### config.mk
export PLATFORM = sky130hd
export DESIGN_NAME = mc_control_fsm
export DESIGN_NICKNAME = d
export VERILOG_FILES = /design/src/rtl/mc_ctrl_pkg.sv /design/src/rtl/mc_ctrl_outdec.sv /design/src/rtl/mc_control_fsm.sv
export SDC_FILE = /design/constraint.sdc
export NUM_CORES = 1
export LEC_CHECK = 0
export BUFFER_PORTS_ARGS = -buffer_cell sky130_fd_sc_hd__buf_2
export CAP_MARGIN = 20
export CORE_UTILIZATION = 40
export CTS_CLUSTER_DIAMETER = 60
export DETAILED_ROUTE_END_ITERATION = 12
export GPL_TIMING_DRIVEN = 0
export MAX_ROUTING_LAYER = met4
export PLACE_DENSITY = 0.73
export SETUP_SLACK_MARGIN = 0.05
export SYNTH_ARGS = -nofsm -noshare
export SYNTH_HDL_FRONTEND = slang
export SYNTH_HIERARCHICAL = 1
export SYNTH_SLANG_ARGS = --single-unit
### constraint.sdc
create_clock -name clk -period 3.9 [get_ports clk]
set_input_delay 0.585 -clock clk [delete_from_list [all_inputs] [get_ports clk]]
set_output_delay 0.585 -clock clk [all_outputs]
set_load 0.05 [all_outputs]
### src/rtl/mc_ctrl_pkg.sv
`default_nettype none
// ============================================================================
// Module      : mc_ctrl_pkg
// Description : Shared types and constants for the multicycle MIPS control
//               unit: state encoding, opcodes, datapath select codes and the
//               packed control-word layout.
// Revision    : 1.0 - initial release
// ============================================================================
package mc_ctrl_pkg;

  // Controller states. Encodings are fixed because external debug logic
  // and test benches observe them.
  typedef enum logic [3:0] {
    S_FETCH    = 4'd0,
    S_DECODE   = 4'd1,
    S_MEMADR   = 4'd2,
    S_MEMREAD  = 4'd3,
    S_MEMWB    = 4'd4,
    S_MEMWRITE = 4'd5,
    S_EXECUTE  = 4'd6,
    S_ALUWB    = 4'd7,
    S_BRANCH   = 4'd8,
    S_ADDIEX   = 4'd9,
    S_IMMWB    = 4'd10,
    S_JUMP     = 4'd11,
    S_ORIEX    = 4'd12,
    S_TRAP     = 4'd15
  } state_t;

  // Opcodes recognised by the decoder
  localparam logic [5:0] c_op_rtype = 6'b000000;
  localparam logic [5:0] c_op_lw    = 6'b100011;
  localparam logic [5:0] c_op_sw    = 6'b101011;
  localparam logic [5:0] c_op_beq   = 6'b000100;
  localparam logic [5:0] c_op_bne   = 6'b000101;
  localparam logic [5:0] c_op_addi  = 6'b001000;
  localparam logic [5:0] c_op_ori   = 6'b001101;
  localparam logic [5:0] c_op_j     = 6'b000010;

  // ALU operation class handed to the ALU decoder
  localparam logic [1:0] c_aluop_add   = 2'b00;
  localparam logic [1:0] c_aluop_sub   = 2'b01;
  localparam logic [1:0] c_aluop_funct = 2'b10;
  localparam logic [1:0] c_aluop_or    = 2'b11;

  // ALU B-operand source
  localparam logic [1:0] c_srcb_reg  = 2'b00;
  localparam logic [1:0] c_srcb_four = 2'b01;
  localparam logic [1:0] c_srcb_imm  = 2'b10;
  localparam logic [1:0] c_srcb_boff = 2'b11;

  // Next-PC source
  localparam logic [1:0] c_pcsrc_alu    = 2'b00;
  localparam logic [1:0] c_pcsrc_aluout = 2'b01;
  localparam logic [1:0] c_pcsrc_jump   = 2'b10;

  // Full control word produced by the output decoder
  typedef struct packed {
    logic       pcwrite;
    logic       memwrite;
    logic       irwrite;
    logic       regwrite;
    logic       alusrca;
    logic       branch;
    logic       branch_ne;
    logic       iord;
    logic       memtoreg;
    logic       regdst;
    logic       zeroext;
    logic       illegal;
    logic [1:0] alusrcb;
    logic [1:0] pcsrc;
    logic [1:0] aluop;
  } ctrl_t;

  // True for the final state of every instruction that completes normally;
  // leaving one of these states towards FETCH retires an instruction.
  function automatic logic retires_from(input state_t s);
    case (s)
      S_MEMWB, S_MEMWRITE, S_ALUWB,
      S_BRANCH, S_IMMWB, S_JUMP: retires_from = 1'b1;
      default:                   retires_from = 1'b0;
    endcase
  endfunction

endpackage
`default_nettype wire

### src/rtl/mc_ctrl_outdec.sv
`default_nettype none
// ============================================================================
// Module      : mc_ctrl_outdec
// Description : Combinational state-to-controls decoder for the multicycle
//               MIPS controller. Pure Moore decode except that the FETCH
//               write enables are qualified by the memory-ready handshake.
// Revision    : 1.0 - initial release
// ============================================================================
module mc_ctrl_outdec
  import mc_ctrl_pkg::*;
(
  input  logic [3:0]                state,
  input  logic                      mem_rdy,
  input  logic                      is_bne,
  output logic [$bits(ctrl_t)-1:0]  ctrl
);

  ctrl_t w_c;

  // Decode the current state into the datapath control word
  always_comb begin
    w_c = '0;
    case (state_t'(state))
      S_FETCH: begin
        // IR and PC are written only in the cycle the fetch completes, so
        // a stalled fetch never advances the PC twice.
        w_c.iord    = 1'b0;
        w_c.alusrca = 1'b0;
        w_c.alusrcb = c_srcb_four;
        w_c.aluop   = c_aluop_add;
        w_c.pcsrc   = c_pcsrc_alu;
        w_c.irwrite = mem_rdy;
        w_c.pcwrite = mem_rdy;
      end
      S_DECODE: begin
        // Pre-compute the branch target while the register file is read
        w_c.alusrca = 1'b0;
        w_c.alusrcb = c_srcb_boff;
        w_c.aluop   = c_aluop_add;
      end
      S_MEMADR: begin
        w_c.alusrca = 1'b1;
        w_c.alusrcb = c_srcb_imm;
        w_c.aluop   = c_aluop_add;
      end
      S_MEMREAD: begin
        w_c.iord = 1'b1;
      end
      S_MEMWB: begin
        w_c.regdst   = 1'b0;
        w_c.memtoreg = 1'b1;
        w_c.regwrite = 1'b1;
      end
      S_MEMWRITE: begin
        // Write strobe is held for the whole state, including stall cycles
        w_c.iord     = 1'b1;
        w_c.memwrite = 1'b1;
      end
      S_EXECUTE: begin
        w_c.alusrca = 1'b1;
        w_c.alusrcb = c_srcb_reg;
        w_c.aluop   = c_aluop_funct;
      end
      S_ALUWB: begin
        w_c.regdst   = 1'b1;
        w_c.regwrite = 1'b1;
      end
      S_BRANCH: begin
        w_c.alusrca   = 1'b1;
        w_c.alusrcb   = c_srcb_reg;
        w_c.aluop     = c_aluop_sub;
        w_c.pcsrc     = c_pcsrc_aluout;
        w_c.branch    = ~is_bne;
        w_c.branch_ne = is_bne;
      end
      S_ADDIEX: begin
        w_c.alusrca = 1'b1;
        w_c.alusrcb = c_srcb_imm;
        w_c.aluop   = c_aluop_add;
      end
      S_ORIEX: begin
        w_c.alusrca = 1'b1;
        w_c.alusrcb = c_srcb_imm;
        w_c.aluop   = c_aluop_or;
        w_c.zeroext = 1'b1;
      end
      S_IMMWB: begin
        w_c.regdst   = 1'b0;
        w_c.memtoreg = 1'b0;
        w_c.regwrite = 1'b1;
      end
      S_JUMP: begin
        w_c.pcsrc   = c_pcsrc_jump;
        w_c.pcwrite = 1'b1;
      end
      S_TRAP: begin
        w_c.illegal = 1'b1;
      end
      default: begin
        w_c = '0;
      end
    endcase
  end

  assign ctrl = w_c;

endmodule
`default_nettype wire

### src/rtl/mc_control_fsm.sv
`default_nettype none
// ============================================================================
// Module      : mc_control_fsm
// Description : Multicycle MIPS control unit. Moore FSM sequencing fetch,
//               decode, execute, memory and writeback, with optional BNE/ORI,
//               memory-ready stalls, illegal-opcode trap and a retired
//               instruction counter.
// Revision    : 1.0 - initial release
// ============================================================================
module mc_control_fsm
  import mc_ctrl_pkg::*;
#(
  parameter bit EXT_BNE         = 1'b1,
  parameter bit EXT_ORI         = 1'b1,
  parameter bit MEM_WAIT        = 1'b0,
  parameter bit TRAP_ON_ILLEGAL = 1'b1,
  parameter int CNT_W           = 32
) (
  input  logic             clk,
  input  logic             reset,
  input  logic [5:0]       op,
  input  logic             mem_ready,
  output logic             pcwrite,
  output logic             memwrite,
  output logic             irwrite,
  output logic             regwrite,
  output logic             alusrca,
  output logic             branch,
  output logic             branch_ne,
  output logic             iord,
  output logic             memtoreg,
  output logic             regdst,
  output logic             zeroext,
  output logic [1:0]       alusrcb,
  output logic [1:0]       pcsrc,
  output logic [1:0]       aluop,
  output logic             illegal,
  output logic [CNT_W-1:0] retired
);

  state_t           r_state;
  state_t           w_next;
  state_t           w_bad_next;
  logic             w_mem_rdy;
  logic             r_is_bne;
  logic [CNT_W-1:0] r_retired;
  ctrl_t            w_ctrl;

  // Without wait support the memory is assumed to answer in one cycle
  assign w_mem_rdy = MEM_WAIT ? mem_ready : 1'b1;

  // State register
  always_ff @(posedge clk) begin
    if (reset) begin
      r_state <= S_FETCH;
    end else begin
      r_state <= w_next;
    end
  end

  // Next-state logic: decode dispatch, memory stalls and trap handling
  always_comb begin
    w_next = r_state;
    if (TRAP_ON_ILLEGAL) begin
      w_bad_next = S_TRAP;
    end else begin
      w_bad_next = S_FETCH;
    end
    case (r_state)
      S_FETCH: begin
        if (w_mem_rdy) begin
          w_next = S_DECODE;
        end
      end
      S_DECODE: begin
        case (op)
          c_op_lw, c_op_sw: w_next = S_MEMADR;
          c_op_rtype:       w_next = S_EXECUTE;
          c_op_beq:         w_next = S_BRANCH;
          c_op_bne: begin
            if (EXT_BNE) begin
              w_next = S_BRANCH;
            end else begin
              w_next = w_bad_next;
            end
          end
          c_op_addi:        w_next = S_ADDIEX;
          c_op_ori: begin
            if (EXT_ORI) begin
              w_next = S_ORIEX;
            end else begin
              w_next = w_bad_next;
            end
          end
          c_op_j:           w_next = S_JUMP;
          default:          w_next = w_bad_next;
        endcase
      end
      S_MEMADR: begin
        if (op == c_op_lw) begin
          w_next = S_MEMREAD;
        end else begin
          w_next = S_MEMWRITE;
        end
      end
      S_MEMREAD: begin
        if (w_mem_rdy) begin
          w_next = S_MEMWB;
        end
      end
      S_MEMWRITE: begin
        if (w_mem_rdy) begin
          w_next = S_FETCH;
        end
      end
      S_EXECUTE: w_next = S_ALUWB;
      S_ADDIEX:  w_next = S_IMMWB;
      S_ORIEX:   w_next = S_IMMWB;
      S_MEMWB, S_ALUWB, S_BRANCH, S_IMMWB, S_JUMP: begin
        w_next = S_FETCH;
      end
      S_TRAP:    w_next = S_TRAP;
      default:   w_next = S_FETCH;
    endcase
  end

  // Remember which branch flavour was decoded so BRANCH can drive the
  // matching compare enable without re-reading the opcode.
  always_ff @(posedge clk) begin
    if (reset) begin
      r_is_bne <= 1'b0;
    end else if (r_state == S_DECODE) begin
      r_is_bne <= (op == c_op_bne);
    end
  end

  // Count instructions that complete normally; an illegal return does not count
  always_ff @(posedge clk) begin
    if (reset) begin
      r_retired <= '0;
    end else if ((w_next == S_FETCH) && retires_from(r_state)) begin
      r_retired <= r_retired + CNT_W'(1);
    end
  end

  // State-to-controls decode
  mc_ctrl_outdec u_outdec (
    .state   (r_state),
    .mem_rdy (w_mem_rdy),
    .is_bne  (r_is_bne),
    .ctrl    (w_ctrl)
  );

  // Architectural write enables are suppressed while reset is held so an
  // aborted instruction cannot leave a partial write behind.
  assign pcwrite   = w_ctrl.pcwrite  & ~reset;
  assign memwrite  = w_ctrl.memwrite & ~reset;
  assign irwrite   = w_ctrl.irwrite  & ~reset;
  assign regwrite  = w_ctrl.regwrite & ~reset;
  assign alusrca   = w_ctrl.alusrca;
  assign branch    = w_ctrl.branch;
  assign branch_ne = w_ctrl.branch_ne;
  assign iord      = w_ctrl.iord;
  assign memtoreg  = w_ctrl.memtoreg;
  assign regdst    = w_ctrl.regdst;
  assign zeroext   = w_ctrl.zeroext;
  assign alusrcb   = w_ctrl.alusrcb;
  assign pcsrc     = w_ctrl.pcsrc;
  assign aluop     = w_ctrl.aluop;
  assign illegal   = w_ctrl.illegal;
  assign retired   = r_retired;

endmodule
`default_nettype wire

==> results of run 1 <==
==> final timing paths <==
| path | cells past startpoint | startpoint | end |
|---|---|---|---|
| hold / removal | 2 | retired[24] | retired[24] |
| setup reg to reg | 6 | r_state[2] | retired[16] |
| setup / recovery | 6 | r_state[1] | regwrite |
| hold reg to reg | 2 | retired[24] | retired[24] |
==> layout make-up <==
type,count,share of cell area [%]
multi-input cells,238,52.3
inverters,8,1.05
well taps,72,3.15
flip-flops and latches,37,25.9
repair buffers,54,9.44
clock buffers,5,2.40
clock inverters,3,2.27
plain buffers,23,3.54
==> power breakdown <==
group / leakage [uW] / switching [uW] / internal [uW] / total [uW]
clock: 0.0000681 / 142 / 254 / 397
combinational: 0.000780 / 549 / 243 / 792
sequential: 0.000299 / 44.2 / 402 / 446
==> registers in the layout, summed over array words and instances (netlist names) <==
signal and flops:
retired 32, r_state 4, r_is_bne 1
==> cell usage after synthesis, types with 4 or more instances <==
cell      count
nor3b_1       5
nor4_1       10
nand4_1      16
nor3_1        8
xnor2_1      19
nor2_1       37
nor4b_1       5
nor2b_1      10
xor2_1        6
nand2_1      20
and4_1        4
inv_1         8
dfxtp_1      37
clkbuf_1     15
nand3_1       9
o21ai_0      10
and2_1        5
or3_1         9
nand2b_1      8
a21oi_1      15
buf_2         6
==> per-layer routing <==
metal  wire [microns]  part of all wire (%)
met1             2880                    51
met2             2480                    44
met5                0                     0
met3              248                   4.4
met4               80                   1.4
==> worst max-delay path, cell delays in order (launching register included) <==
cell and delay (ns):
dfxtp_1 0.49, buf_6 0.19, clkbuf_1 0.35, nand4b_1 0.20
o211ai_1 0.14, nor2b_1 0.15, buf_2 0.27
==> metrics by stage <==
step	area [sq um]	setup slack, ns	hold WS [ns]
finish	2860	1.22	0.502
global route	2860	1.05	0.531
CTS	2860	1.25	0.507
detailed placement	2730	1.57	0.496
global placement	2730	1.63	0.486
floorplan	2370	0.651	0.452
==> cell families (layout without fill, tap and decap cells) <==
| group | after synthesis | after routing | share of synthesized area [%] |
|---|---|---|---|
| simple gates | 163 | 163 | 39.9 |
| flops | 37 | 37 | 31.3 |
| fa+ha+maj | 1 | 1 | 0.529 |
| other cells | 1 | 2 | 0.158 |
| mux | 4 | 4 | 1.85 |
| buf+inv | 31 | 93 | 5.55 |
| compound gates | 43 | 43 | 11.4 |
| xor+xnor | 25 | 25 | 9.25 |
==> summary.txt, run 1 <==
Final Max Slew Viols -> 0
Final Non-Filler Cells -> 440
Initial antenna violation count -> 0
RSZ-0062 raised after global routing -> no
CTS tree -> built
Synth unique cells -> 51
Commonest cells after routing, fill and taps aside -> buf_2 (60), nor2_1 (37), dfxtp_1 (37), nand2_1 (20), xnor2_1 (19)
Commonest non-fill, non-tap cell in the layout -> buf_2
Critical path startpoint category -> register
Crit path DAT -> 2.09 ns
Fillers -> 574
Area of the multi-input gates -> 1500 sq um
Dominant cells by area after synthesis -> dfxtp_1 (31%), xnor2_1 (7.0%), nor2_1 (5.9%)
PortBufs -> 54
Primary FF master, synth -> dfxtp_1
Postcts setup bufs -> 0
H-tree Lvls -> 2
DIE WIDTH -> 78.9 microns
Setup Total Neg Slack -> 0 ns
Vias in the first global route -> 2020
Hold Fails Final Rpt -> 0
Number of remaining DRC errors -> 0
Layout area overhead -> 21.0%
Post-DP HPWL -> 4110 microns
CTS Root Cell -> clkbuf_8
Static Leak -> 0.00115 uW
DR iter-0 viols -> 151
Cts bufs inserted -> 5
Hold-fix buffers at CTS -> 0
EDFF count, synth -> 0
Tmin final -> 2.68 ns
Met2 Use GR -> 28.5%
Post-synth ARST share -> 0%
Yosys warns -> 6
Total power -> 1630 uW
GRT Resource Usage Total -> 18.9%
First-pass GRT wire length -> 9290 microns
Post-synth top area share -> 31.3%
Crit end category -> output port
FF+latch area -> 741 sq um
Final cycle utilization of the critical path -> 68.6%
Share of layout cells above drive strength 1 -> 21.7%
Post-route antenna net violation count -> 0
Worst Path Required -> 3.31 ns
Setup violations, final -> 0
Initial Util -> 42.2%
Fmax -> 0.374 GHz
Met1 GRT Util -> 25.4%
Syn_area_per_cell -> 7.76 sq um
Yosys top cell by area -> dfxtp_1
Met3 GRT Util -> 4.02%
Mapped cell area -> 2370 sq um
Die area -> 6230 sq um
Routed vias/inst -> 5.37
Worst-Margin Slew -> 0.514 ns
Synthesized flop and latch total -> 37
Via count -> 2361
Min-delay worst type -> reg -> reg
Placed instance count -> 432
Largest net degree at the start of global routing -> 13
Max VDD drop -> 0.000263 V
Die Span Y -> 78.9 microns
Fin nets -> 377
PwrDens -> 571 nW/um^2
Boundary Pins -> 59
Flop-to-flop setup slack -> 1.88 ns
TritonRoute pass-1 iters -> 4
Headroom to the max-slew limit -> 65.7%
Clk_lat worst skew -> 0.29 ns
Total Wirelength -> 5690 microns
Row cnt -> 27
CTS Buffer Depth -> 2
Core area -> 5610 sq um
WS Path Type -> reg -> out
Post-Syn Instances -> 305
# diodes -> 0
GR Overflow Total -> 0
Gp weighted congestion -> 0.854
Clk slew on worst S/H paths -> 0.08 ns
Seq/Total Area, Yosys -> 31.3%
CTS sink cnt -> 37
Max-Cap Viols -> 0
Worst Skew -> 0.00626 ns
Busiest grt layer -> met2
CP max FO -> 10
Post-DR wirelength/cell -> 12.9 microns
Status -> finished clean
Post-cts sizing count -> 0
Final Util -> 51.1%
Note: power is estimated with default switching activity, not from simulation.
==> run 2: changes to the inputs <==
--- a/config.mk
+++ b/config.mk
@@ -12,7 +12,7 @@
 export DETAILED_ROUTE_END_ITERATION = 12
 export GPL_TIMING_DRIVEN = 0
 export MAX_ROUTING_LAYER = met4
-export PLACE_DENSITY = 0.73
+export PLACE_DENSITY = 0.75
 export SETUP_SLACK_MARGIN = 0.05
 export SYNTH_ARGS = -nofsm -noshare
 export SYNTH_HDL_FRONTEND = slang
==> constraint.sdc (replaced) <==
create_clock -name clk -period 2.3 [get_ports clk]
set_input_delay 0.345 -clock clk [delete_from_list [all_inputs] [get_ports clk]]
set_output_delay 0.345 -clock clk [all_outputs]
set_load 0.05 [all_outputs]
==> run 2 against run 1 <==
  * Clock skew shrank 0.0020 ns
  * Clock power increased by 15%
  * Largest power group unchanged
  * Global-route usage rose by 0.55 points
  * Clock-buffer cell count increased by 2
  * Flip-flop and latch count is the same
  * Sequential power grew 70%
  * Combinational power increased by 73%
  * Non-clock buffer count did not move
  * Die area did not move
==> summary.txt, run 2 (synthesis gave the netlist of run 1 again) <==
Status -> finished clean
# diodes -> 0
Crit end category -> output port
Final Non-Filler Cells -> 439
CTS sink cnt -> 37
Placed inst area -> 2750 sq um
RSZ-0062 raised after global routing -> no
CTS Root Cell -> clkbuf_8
First-pass GRT wire length -> 9350 microns
Tmin final -> 2.16 ns
Initial Util -> 42.2%
TritonRoute pass-1 iters -> 4
Commonest non-fill, non-tap cell in the layout -> buf_2
Total Wirelength -> 5740 microns
WS Path Type -> reg -> out
Post-cts sizing count -> 2
Setup violations, final -> 0
Final Max Slew Viols -> 0
Initial antenna violation count -> 0
Max VDD drop -> 0.000433 V
Fin area -> 2860 sq um
Die Span Y -> 78.9 microns
DR iter-0 viols -> 165
Die area -> 6230 sq um
Crit path DAT -> 1.82 ns
Fmax -> 0.463 GHz
CTS Buffer Depth -> 2
Max reg flops -> 32
PwrDens -> 905 nW/um^2
DIE WIDTH -> 78.9 microns
Fin nets -> 377
Share of layout cells above drive strength 1 -> 23.4%
Via count -> 2385
GRT Resource Usage Total -> 19.5%
PortBufs -> 54
Max-Cap Viols -> 0
Post-DP HPWL -> 4130 microns
Hold-fix buffers at CTS -> 0
Min-delay worst type -> in -> reg
Core area -> 5610 sq um
CTS tree -> built
Worst Path Required -> 1.96 ns
Postcts setup bufs -> 0
Hold Fails Final Rpt -> 0
Layout area overhead -> 20.7%
Critical path startpoint category -> register
Post-DR wirelength/cell -> 13.1 microns
Largest net degree at the start of global routing -> 12
Final cycle utilization of the critical path -> 94.0%
Worst Skew -> 0.00424 ns
Routed vias/inst -> 5.43
Clk slew on worst S/H paths -> 0.07 ns
CP max FO -> 10
Cts bufs inserted -> 5
Post-route antenna net violation count -> 0
Hold Slack -> 0.447 ns
Commonest cells after routing, fill and taps aside -> buf_2 (58), nor2_1 (37), dfxtp_1 (36), nand2_1 (20), xnor2_1 (19)
Static Leak -> 0.00113 uW
Boundary Pins -> 59
Gp weighted congestion -> 0.877
H-tree Lvls -> 2
Vias in the first global route -> 2012
Number of remaining DRC errors -> 0
Placed instance count -> 432
Row cnt -> 27
Clk_lat worst skew -> 0.28 ns
GR Overflow Total -> 0
run 2: per-layer routing:
| metal | share of wire (%) | global-route usage, % | up-vias |
|---|---|---|---|
| met5 | 0 | - | - |
| li1 | - | - | 1217 |
| met2 | 46 | 29.0 | 62 |
| met4 | 1.4 | 6.73 | 0 |
| met1 | 48 | 26.1 | 1099 |
| met3 | 4.3 | 4.14 | 7 |
run 2: path summary, 6_finish.rpt:
check / from / endpoint / slack, ns / cells past startpoint
max: r_state[1] / pcwrite / 0.14 / 5
min: op[0] / r_is_bne / 0.45 / 3
max reg2reg: retired[11] / retired[26] / 0.26 / 6
min reg2reg: retired[24] / retired[24] / 0.50 / 2
run 2: final cells by class:
| type | count | area [sq um] |
|---|---|---|
| Inverter | 8 | 30.0 |
| Sequential cell | 37 | 742 |
| Tap cell | 72 | 90.1 |
| Fill cell | 556 | 2750 |
| Clock buffer | 7 | 86.3 |
| Multi-Input combinational cell | 238 | 1520 |
| Buffer | 23 | 104 |
| Timing Repair Buffer | 54 | 279 |
run 2: metrics by stage:
step | power (uW) | setup WS [ns] | util (%) | setup TNS (ns)
after detailed placement | 2110 | 0.234 | 49.1 | 0
after CTS | 2580 | 0.0299 | 50.7 | 0
after global routing | 2750 | 0.0797 | 50.9 | 0
after floorplan | 1850 | -0.138 | - | -0.138
final | 2580 | 0.139 | 50.9 | 0
after global placement | 2100 | 0.276 | 49.1 | 0
run 2: power breakdown:
part | internal, uW | switching [uW] | total, uW
Sequential | 685 | 71.3 | 756
Combinational | 434 | 937 | 1370
Clock | 238 | 218 | 456
run 2: worst max-delay path: stages, from the launching register on:
cell and delay [ns]:
dfxtp_2 0.37, buf_6 0.15, or4b_1 0.51, a21oi_1 0.12, nor2b_1 0.17, buf_4 0.22
